$ cat src/rtl/pi_switch_fifo.sv
// Four-port tree switch (l, r, u0, u1) with a FIFO on every input and one
// registered output per port. Down-bound traffic is steered by the address bit
// that belongs to this tree level. Up-bound traffic leaves on u0 (from l) or
// u1 (from r). The l and r outputs each arbitrate three sources, either
// round-robin or by fixed priority.
module pi_switch_fifo #(
  parameter int N     = 4,
  parameter int A_W   = $clog2(N) + 1,
  parameter int D_W   = 32,
  parameter int posl  = 0,
  parameter int posx  = 0,
  parameter int DEPTH = 4,
  parameter int RR    = 1
) (
  input  logic             clk,
  input  logic             rst,
  input  logic [A_W+D_W:0] l_i,
  input  logic             l_i_v,
  output logic             l_i_bp,
  input  logic [A_W+D_W:0] r_i,
  input  logic             r_i_v,
  output logic             r_i_bp,
  input  logic [A_W+D_W:0] u0_i,
  input  logic             u0_i_v,
  output logic             u0_i_bp,
  input  logic [A_W+D_W:0] u1_i,
  input  logic             u1_i_v,
  output logic             u1_i_bp,
  output logic [A_W+D_W:0] l_o,
  output logic             l_o_v,
  input  logic             l_o_bp,
  output logic [A_W+D_W:0] r_o,
  output logic             r_o_v,
  input  logic             r_o_bp,
  output logic [A_W+D_W:0] u0_o,
  output logic             u0_o_v,
  input  logic             u0_o_bp,
  output logic [A_W+D_W:0] u1_o,
  output logic             u1_o_v,
  input  logic             u1_o_bp,
  output logic             done
);

  localparam int FW = A_W + D_W + 1;
  localparam int PW = (DEPTH > 1) ? $clog2(DEPTH) : 1;
  localparam int CW = PW + 1;
  localparam logic [CW-1:0] FULL = CW'(DEPTH);
  // Port indices, used for both the input side and the output side.
  localparam logic [1:0] P_L  = 2'd0;
  localparam logic [1:0] P_R  = 2'd1;
  localparam logic [1:0] P_U0 = 2'd2;
  localparam logic [1:0] P_U1 = 2'd3;
  // Address bits above this level that identify the subtree this switch owns.
  localparam logic [A_W-1:0] POSX_HI = A_W'(posx >> (posl + 1));

  // Picks the first requester at or after `start`, wrapping over three sources.
  function automatic logic [2:0] arb3(input logic [2:0] req, input logic [1:0] start);
    logic [2:0] gnt;
    logic [1:0] k;
    gnt = '0;
    k   = start;
    for (int n = 0; n < 3; n++) begin
      if (gnt == '0 && req[k]) gnt[k] = 1'b1;
      k = (k == 2'd2) ? 2'd0 : k + 2'd1;
    end
    return gnt;
  endfunction

  // After a grant to source k, the pointer moves to k+1 mod 3; with no grant it holds.
  function automatic logic [1:0] next_ptr(input logic [2:0] gnt, input logic [1:0] ptr);
    if (gnt[0])      return 2'd1;
    else if (gnt[1]) return 2'd2;
    else if (gnt[2]) return 2'd0;
    return ptr;
  endfunction

  logic [FW-1:0]  in_flit [4];
  logic [3:0]     in_vld;
  logic [3:0]     in_bp;
  logic [3:0]     push;
  logic [3:0]     pop;
  logic [3:0]     nonempty;
  logic [FW-1:0]  mem [4][DEPTH];
  logic [PW-1:0]  wr_ptr [4];
  logic [PW-1:0]  rd_ptr [4];
  logic [CW-1:0]  cnt [4];
  logic [FW-1:0]  head [4];
  logic [A_W-1:0] head_addr [4];
  logic [3:0]     head_down;
  logic [1:0]     dest [4];

  logic [FW-1:0]  sel [4];
  logic [FW-1:0]  flit_p1 [4];
  logic [3:0]     vld_p1;
  logic [3:0]     out_bp;
  logic [3:0]     out_rdy;
  logic [3:0]     ld;
  logic [2:0]     req_l;
  logic [2:0]     req_r;
  logic [2:0]     gnt_l;
  logic [2:0]     gnt_r;
  logic [1:0]     ptr_l;
  logic [1:0]     ptr_r;

  assign in_flit[0] = l_i;
  assign in_flit[1] = r_i;
  assign in_flit[2] = u0_i;
  assign in_flit[3] = u1_i;
  assign in_vld     = {u1_i_v, u0_i_v, r_i_v, l_i_v};
  assign out_bp     = {u1_o_bp, u0_o_bp, r_o_bp, l_o_bp};

  assign l_i_bp  = in_bp[0];
  assign r_i_bp  = in_bp[1];
  assign u0_i_bp = in_bp[2];
  assign u1_i_bp = in_bp[3];

  assign l_o  = flit_p1[0];
  assign r_o  = flit_p1[1];
  assign u0_o = flit_p1[2];
  assign u1_o = flit_p1[3];
  assign l_o_v  = vld_p1[0];
  assign r_o_v  = vld_p1[1];
  assign u0_o_v = vld_p1[2];
  assign u1_o_v = vld_p1[3];

  assign push = in_vld & ~in_bp;

  // FIFO status from registered occupancy; a same-cycle pop does not lift backpressure.
  always_comb begin
    for (int i = 0; i < 4; i++) begin
      in_bp[i]    = (cnt[i] == FULL);
      nonempty[i] = (cnt[i] != '0);
      head[i]     = mem[i][rd_ptr[i]];
    end
  end

  // Route each FIFO head to exactly one output; up inputs always go down.
  always_comb begin
    for (int i = 0; i < 4; i++) begin
      head_addr[i] = head[i][FW-2:D_W];
      head_down[i] = ((head_addr[i] >> (posl + 1)) == POSX_HI);
      if (i >= 2 || head_down[i]) dest[i] = head_addr[i][posl] ? P_R : P_L;
      else                        dest[i] = (i == 0) ? P_U0 : P_U1;
    end
  end

  // Requests, arbitration and the pop that accompanies every output load.
  always_comb begin
    out_rdy = ~vld_p1 | ~out_bp;
    req_l   = {nonempty[3] && dest[3] == P_L, nonempty[2] && dest[2] == P_L,
               nonempty[1] && dest[1] == P_L};
    req_r   = {nonempty[3] && dest[3] == P_R, nonempty[2] && dest[2] == P_R,
               nonempty[0] && dest[0] == P_R};
    gnt_l   = arb3(req_l, (RR != 0) ? ptr_l : 2'd0);
    gnt_r   = arb3(req_r, (RR != 0) ? ptr_r : 2'd0);
    ld      = '0;
    ld[0]   = out_rdy[0] && (req_l != '0);
    ld[1]   = out_rdy[1] && (req_r != '0);
    ld[2]   = out_rdy[2] && nonempty[0] && dest[0] == P_U0;
    ld[3]   = out_rdy[3] && nonempty[1] && dest[1] == P_U1;
    pop     = '0;
    pop[0]  = (ld[1] && gnt_r[0]) || ld[2];
    pop[1]  = (ld[0] && gnt_l[0]) || ld[3];
    pop[2]  = (ld[0] && gnt_l[1]) || (ld[1] && gnt_r[1]);
    pop[3]  = (ld[0] && gnt_l[2]) || (ld[1] && gnt_r[2]);
    sel[0]  = gnt_l[0] ? head[1] : (gnt_l[1] ? head[2] : head[3]);
    sel[1]  = gnt_r[0] ? head[0] : (gnt_r[1] ? head[2] : head[3]);
    sel[2]  = head[0];
    sel[3]  = head[1];
  end

  // ---- stage p0: input FIFOs ----
  // FIFO storage holds data only; occupancy alone decides what is valid.
  always_ff @(posedge clk) begin
    for (int i = 0; i < 4; i++) begin
      if (push[i]) mem[i][wr_ptr[i]] <= in_flit[i];
    end
  end

  // FIFO pointers wrap naturally at DEPTH; reset empties every FIFO.
  always_ff @(posedge clk) begin
    if (rst) begin
      for (int i = 0; i < 4; i++) begin
        wr_ptr[i] <= '0;
        rd_ptr[i] <= '0;
        cnt[i]    <= '0;
      end
    end else begin
      for (int i = 0; i < 4; i++) begin
        if (push[i]) wr_ptr[i] <= wr_ptr[i] + 1'b1;
        if (pop[i])  rd_ptr[i] <= rd_ptr[i] + 1'b1;
        cnt[i] <= cnt[i] + CW'(push[i]) - CW'(pop[i]);
      end
    end
  end

  // ---- stage p1: output registers ----
  // Output registers hold while stalled and reload back-to-back when drained.
  always_ff @(posedge clk) begin
    if (rst) begin
      vld_p1 <= '0;
      for (int o = 0; o < 4; o++) flit_p1[o] <= '0;
    end else begin
      for (int o = 0; o < 4; o++) begin
        if (out_rdy[o]) begin
          vld_p1[o] <= ld[o];
          if (ld[o]) flit_p1[o] <= sel[o];
        end
      end
    end
  end

  // Round-robin pointers advance only on an actual load.
  always_ff @(posedge clk) begin
    if (rst) begin
      ptr_l <= 2'd0;
      ptr_r <= 2'd0;
    end else begin
      if (ld[0]) ptr_l <= next_ptr(gnt_l, ptr_l);
      if (ld[1]) ptr_r <= next_ptr(gnt_r, ptr_r);
    end
  end

  // Idle flag reflects the previous cycle: no buffered flit, no output, no input.
  always_ff @(posedge clk) begin
    if (rst) done <= 1'b0;
    else     done <= (nonempty == '0) && (vld_p1 == '0) && (in_vld == '0);
  end

endmodule

$ cat config.mk
export PLATFORM = sky130hd
export DESIGN_NAME = pi_switch_fifo
export DESIGN_NICKNAME = d
export VERILOG_FILES = /design/src/rtl/pi_switch_fifo.sv
export SDC_FILE = /design/constraint.sdc
export NUM_CORES = 1
export LEC_CHECK = 0
export ABC_CLOCK_PERIOD_IN_PS = 6500
export BUFFER_PORTS_ARGS = -buffer_cell sky130_fd_sc_hd__buf_2
export CAP_MARGIN = 20
export CORE_MARGIN = 10
export CORE_UTILIZATION = 44
export DETAILED_ROUTE_END_ITERATION = 10
export GPL_TIMING_DRIVEN = 0
export PLACE_DENSITY = 0.69
export RECOVER_POWER = 100
export SYNTH_ARGS = -nofsm -noshare
export SYNTH_HDL_FRONTEND = slang
export SYNTH_SLANG_ARGS = --single-unit
$ cat constraint.sdc
create_clock -name clk -period 6.5 [get_ports clk]
set_clock_uncertainty 0.05 [all_clocks]
set_input_delay 0.65 -clock clk [delete_from_list [all_inputs] [get_ports clk]]
set_output_delay 0.65 -clock clk [all_outputs]
set_load 0.05 [all_outputs]
Yosys cells after proc, flatten, opt, wreduce, memory -nomap -nowiden
Memories as Yosys holds them, arrays and structs flattened.
Cells that the tools add are included.
W data, S select, Z words.
{ "word_totals": {"register_bits": 9, "ramBits": 748, "output_inout_bits": 153, "wordCells": 303, "mem_count": 5} }
{ "op_classes": {"addsub": 20, "n_lt_le_gt_ge": 24, "n_eq_ne": 13, "n_mux": 143, "bitwise_logic": 33, "reduce_logical": 58} }
{ "mem_list": {"columns": ["name", "words", "word_bits", "read_ports", "rd_ports_with_merged_regs", "wr", "line", "rtl"], "rows": [
  ["mem", 4, 144, 4, 0, 4, "83", "logic [FW-1:0] mem [4][DEPTH];"],
  ["flit_p1", 4, 36, 4, 0, 4, "93", "logic [FW-1:0] flit_p1 [4];"],
  ["cnt", 4, 3, 4, 0, 4, "86", "logic [CW-1:0] cnt [4];"],
  ["rd_ptr", 4, 2, 4, 0, 4, "85", "logic [PW-1:0] rd_ptr [4];"],
  ["wr_ptr", 4, 2, 4, 0, 4, "84", "logic [PW-1:0] wr_ptr [4];"]
]} }
{ "ops": {"columns": ["operator", "n"], "rows": [
  ["$mux W36", 20],
  ["$mux W144", 4],
  ["$bmux W36 S2", 4],
  ["$demux W36 S2", 4],
  ["$mux W1", 69],
  ["$mux W2", 20],
  ["$logic_and A1 B1 Y1", 34],
  ["$mux W3", 10],
  ["$add A2 B1 Y2 const B", 12],
  ["$ge A3 B3 Y1 const B", 8],
  ["$not A2 Y3", 8],
  ["$logic_not A3 Y1", 6],
  ["$lt A2 B3 Y1 const B", 6],
  ["$reduce_bool A3 Y1", 6],
  ["$or A1 B1 Y1", 16],
  ["$add A3 B1 Y3", 4],
  ["$bmux W1 S2", 6],
  ["$demux W1 S2", 6],
  ["$eq A2 B2 Y1 const B", 6],
  ["$eq A3 B3 Y1 const B", 4],
  ["$ge A2 B1 Y1 const B", 6],
  ["$logic_not A4 Y1", 3],
  ["$lt A3 B1 Y1 const B", 4],
  ["$not A4 Y4", 3],
  ["9 further kinds", 22]
]} }

Longest topological paths before layout
An unclocked memory read counts as a cell.
{ "depth": {"ltp_word": 24, "mapped_depth": 16} }

Worst setup path after synthesis
Ideal clock, no wire load.
{ "synth_path": {"path_type": "flip-flop to flip-flop", "from": "memory rd_ptr[1][0] in the netlist's numbering", "to": "memory flit_p1[0][0] in the netlist's numbering (enable)", "setup_time_ns": 0.479, "t_arrival_ns": 4.334, "required_ns": 5.971, "slack_ns": 1.637, "path_stages_with_launch": 6, "cell_sequence": "edfxtp_1 > buf_2 > mux4_2 > nor4b_4 > nor3_1 > o21ai_0"} }
{ "synth_lines": {"columns": ["element", "line"], "rows": [
  ["from (decl)", "85"],
  ["to (decl)", "93"]
]} }

==> flow_metrics.tcl <==
set metrics [dict create \
    status "finished with violations" \
    violations "max-capacitance violations, max-slew violations" \
    cts_buffers 79 \
    grt_pass1_vias 16688 \
    io_buffers 305 \
    area.growth.synth_to_final_pct 15.7 \
    end_kind "flip-flop" \
    yosys_most_used_dff "edfxtp_1" \
    worstSetupStartpointType "flip-flop" \
    fin_util 0.516 \
    synth_cell_types 57 \
    power_density_mw_per_mm2 503 \
    die_h_um 282 \
    cts_setup_buffers 0 \
    row_count 95 \
    multi_input_comb_area_mm2 0.00684 \
    synth.most_common_cell "edfxtp_1" \
    die_w_um 282 \
    crit_required_ps 6660 \
    fmax_ghz 0.199 \
    fin_crit_ps 5030 \
    grt_pass1_wl_um 109000 \
    critical_path_class "reg -> reg" \
    static-leakage-power_nw 11.1 \
    tns_ps 0 \
    synth_warnings 0 \
    place.gp.congestion 0.865 \
    ctsLongestPathBuffers 3 \
    min_path_type "in -> reg" \
    hpwl_um 56600 \
    hold_violations 0 \
    first_pass_iters 5 \
    cts_tree "yes" \
    die_area_mm2 0.0793 \
    final_layout_size_suffix_gt1_frac 0.165 \
    drv_cap 21 \
    async_flop_share 0 \
    clock-sinks 757 \
    wl_um 75600 \
    gr-total-overflow 0 \
    hold_buffers 0 \
    synth_cells 1558 \
    dp_slack_ps 2170 \
    syn_nets 1740 \
    yosysTopAreaCell "edfxtp_1" \
    ios 307 \
    routedWlPerCell_um 26.0 \
    worst_pin_slew_ps 2380 \
    synth_edf_count 736 \
    whs_ps 228 \
    setup_viol 0 \
    first_iter_violations 1329 \
    netlist_top_cells_area "edfxtp_1 73%, mux4_2 11%, and2_1 1.9%" \
    vdd_drop_max_v 0.000294 \
    synth-seq-cells 757 \
    start_util 0.446 \
    rsz0062_at_grt "false" \
    max_slew_margin -0.604 \
    clk_pin_slew_ps 60 \
    h-tree-depth 3 \
    finalCritPeriodShare 0.774 \
    crit_fanout 28 \
    fill_cells 5510 \
    worst_slack_ps 1470 \
    slew_viol_final 632 \
    arrival_ps 5190 \
    grt_usage 0.189 \
    final_antenna_net_count 0 \
    grt_antenna_before_repair 20 \
    seq_area_frac_synth 0.748 \
    routed_via_density 5.52 \
    ctsResizeCount 0 \
    avgSynthCellArea_um2 19.3 \
    final_nets 2146 \
    num_vias 16072 \
    yosys-top-cells-count "736 x edfxtp_1, 144 x mux4_2, 91 x and2_1" \
    grt_start_max_net_pins 37 \
    clock_latency_ps 630 \
    synth_top_cell_area_share 0.734 \
    core-area_mm2 0.0675 \
    clockRootBuffer "clkbuf_16" \
    syn_area_mm2 0.0301 \
    drcViolationCount 0 \
    seq_area_mm2 0.0225 \
]
-- flip-flops by register name, summed over array words and instances (netlist names) --
name and cells:
flit_p1 144, ptr_l 2, rd_ptr 8, wr_ptr 8
cnt 12, mem 576, done 1, vld_p1 4
ptr_r 2
-- kinds of logic after synthesis --
group | Yosys count | share of synthesized area
xor gates and xnor gates | 12 | 0.00349
other | 1 | 0.000125
and+or+nand+nor | 281 | 0.0502
DFF | 757 | 0.748
muxes | 144 | 0.108
adders and majority gates | 28 | 0.0126
buffers and inverters | 120 | 0.0184
AOI/OAI and AO/OA | 215 | 0.0593
-- path summary, 6_finish.rpt --
kind                 from  slack [ps]        endpoint  cells past startpoint
max          rd_ptr[1][1]        1470  flit_p1[0][32]                      6
min              u1_i[13]         230      mem[3][49]                      1
max reg2reg  rd_ptr[1][1]        1470  flit_p1[0][32]                      6
min reg2reg     cnt[2][2]         510       cnt[2][2]                      2
-- metrics by stage --
step | instance area (um2) | total power, mW | cells
floorplan | 30100 | 11.5 | 1558
global placement | 32700 | 13.3 | 2736
detailed placement | 33100 | 13.5 | 2754
CTS | 35700 | 18.0 | 2899
global route | 34800 | 18.3 | 2906
finish | 34800 | 17.5 | 2911
-- worst max-delay path, stage by stage (launching register included) --
cell and delay (ps):
edfxtp_1 330, clkbuf_1 640, mux4_2 490, nor4b_4 620, nor3_1 160, o21ai_0 1060, clkbuf_1 1240
-- layout make-up --
type                    count  share of cell area
flip-flops and latches    757               0.646
clock inverters            43              0.0115
inverters                  28             0.00302
well taps                 873              0.0313
multi-input cells         681               0.196
plain buffers              92              0.0126
clock buffers             102              0.0625
diodes                     10            0.000718
repair buffers            325              0.0359
-- report_power, final --
group	switching [mW]	internal (mW)
clock	1.82	2.65
sequential	0.361	6.51
combinational	4.42	1.75
total	6.60	10.9
-- routing by layer --
metal,vias up,GRT usage,part of all wire
li1,7167,-,-
met1,8170,0.240,0.39
met2,557,0.306,0.49
met3,148,0.0573,0.085
met4,30,0.0644,0.027
met5,-,0,0.0024
-- placed cells by master, fill, tap and decap left out, types with 18 or more instances in the layout --
| cell | synthesis | final |
|---|---|---|
| a311oi_2 | 30 | 20 |
| dfxtp_1 | 21 | 21 |
| mux4_2 | 144 | 144 |
| inv_1 | 28 | 28 |
| buf_2 | 10 | 18 |
| nor2_1 | 78 | 78 |
| and2_1 | 91 | 30 |
| and2_0 | 0 | 61 |
| edfxtp_1 | 736 | 736 |
| o21ai_0 | 52 | 54 |
| nand3_1 | 44 | 44 |
| a211oi_1 | 14 | 34 |
| o21ai_1 | 21 | 20 |
| clkbuf_16 | 0 | 83 |
| a31oi_1 | 35 | 35 |
| clkbuf_1 | 59 | 393 |
| ha_1 | 24 | 24 |
Power figures use the tool's default switching activity.
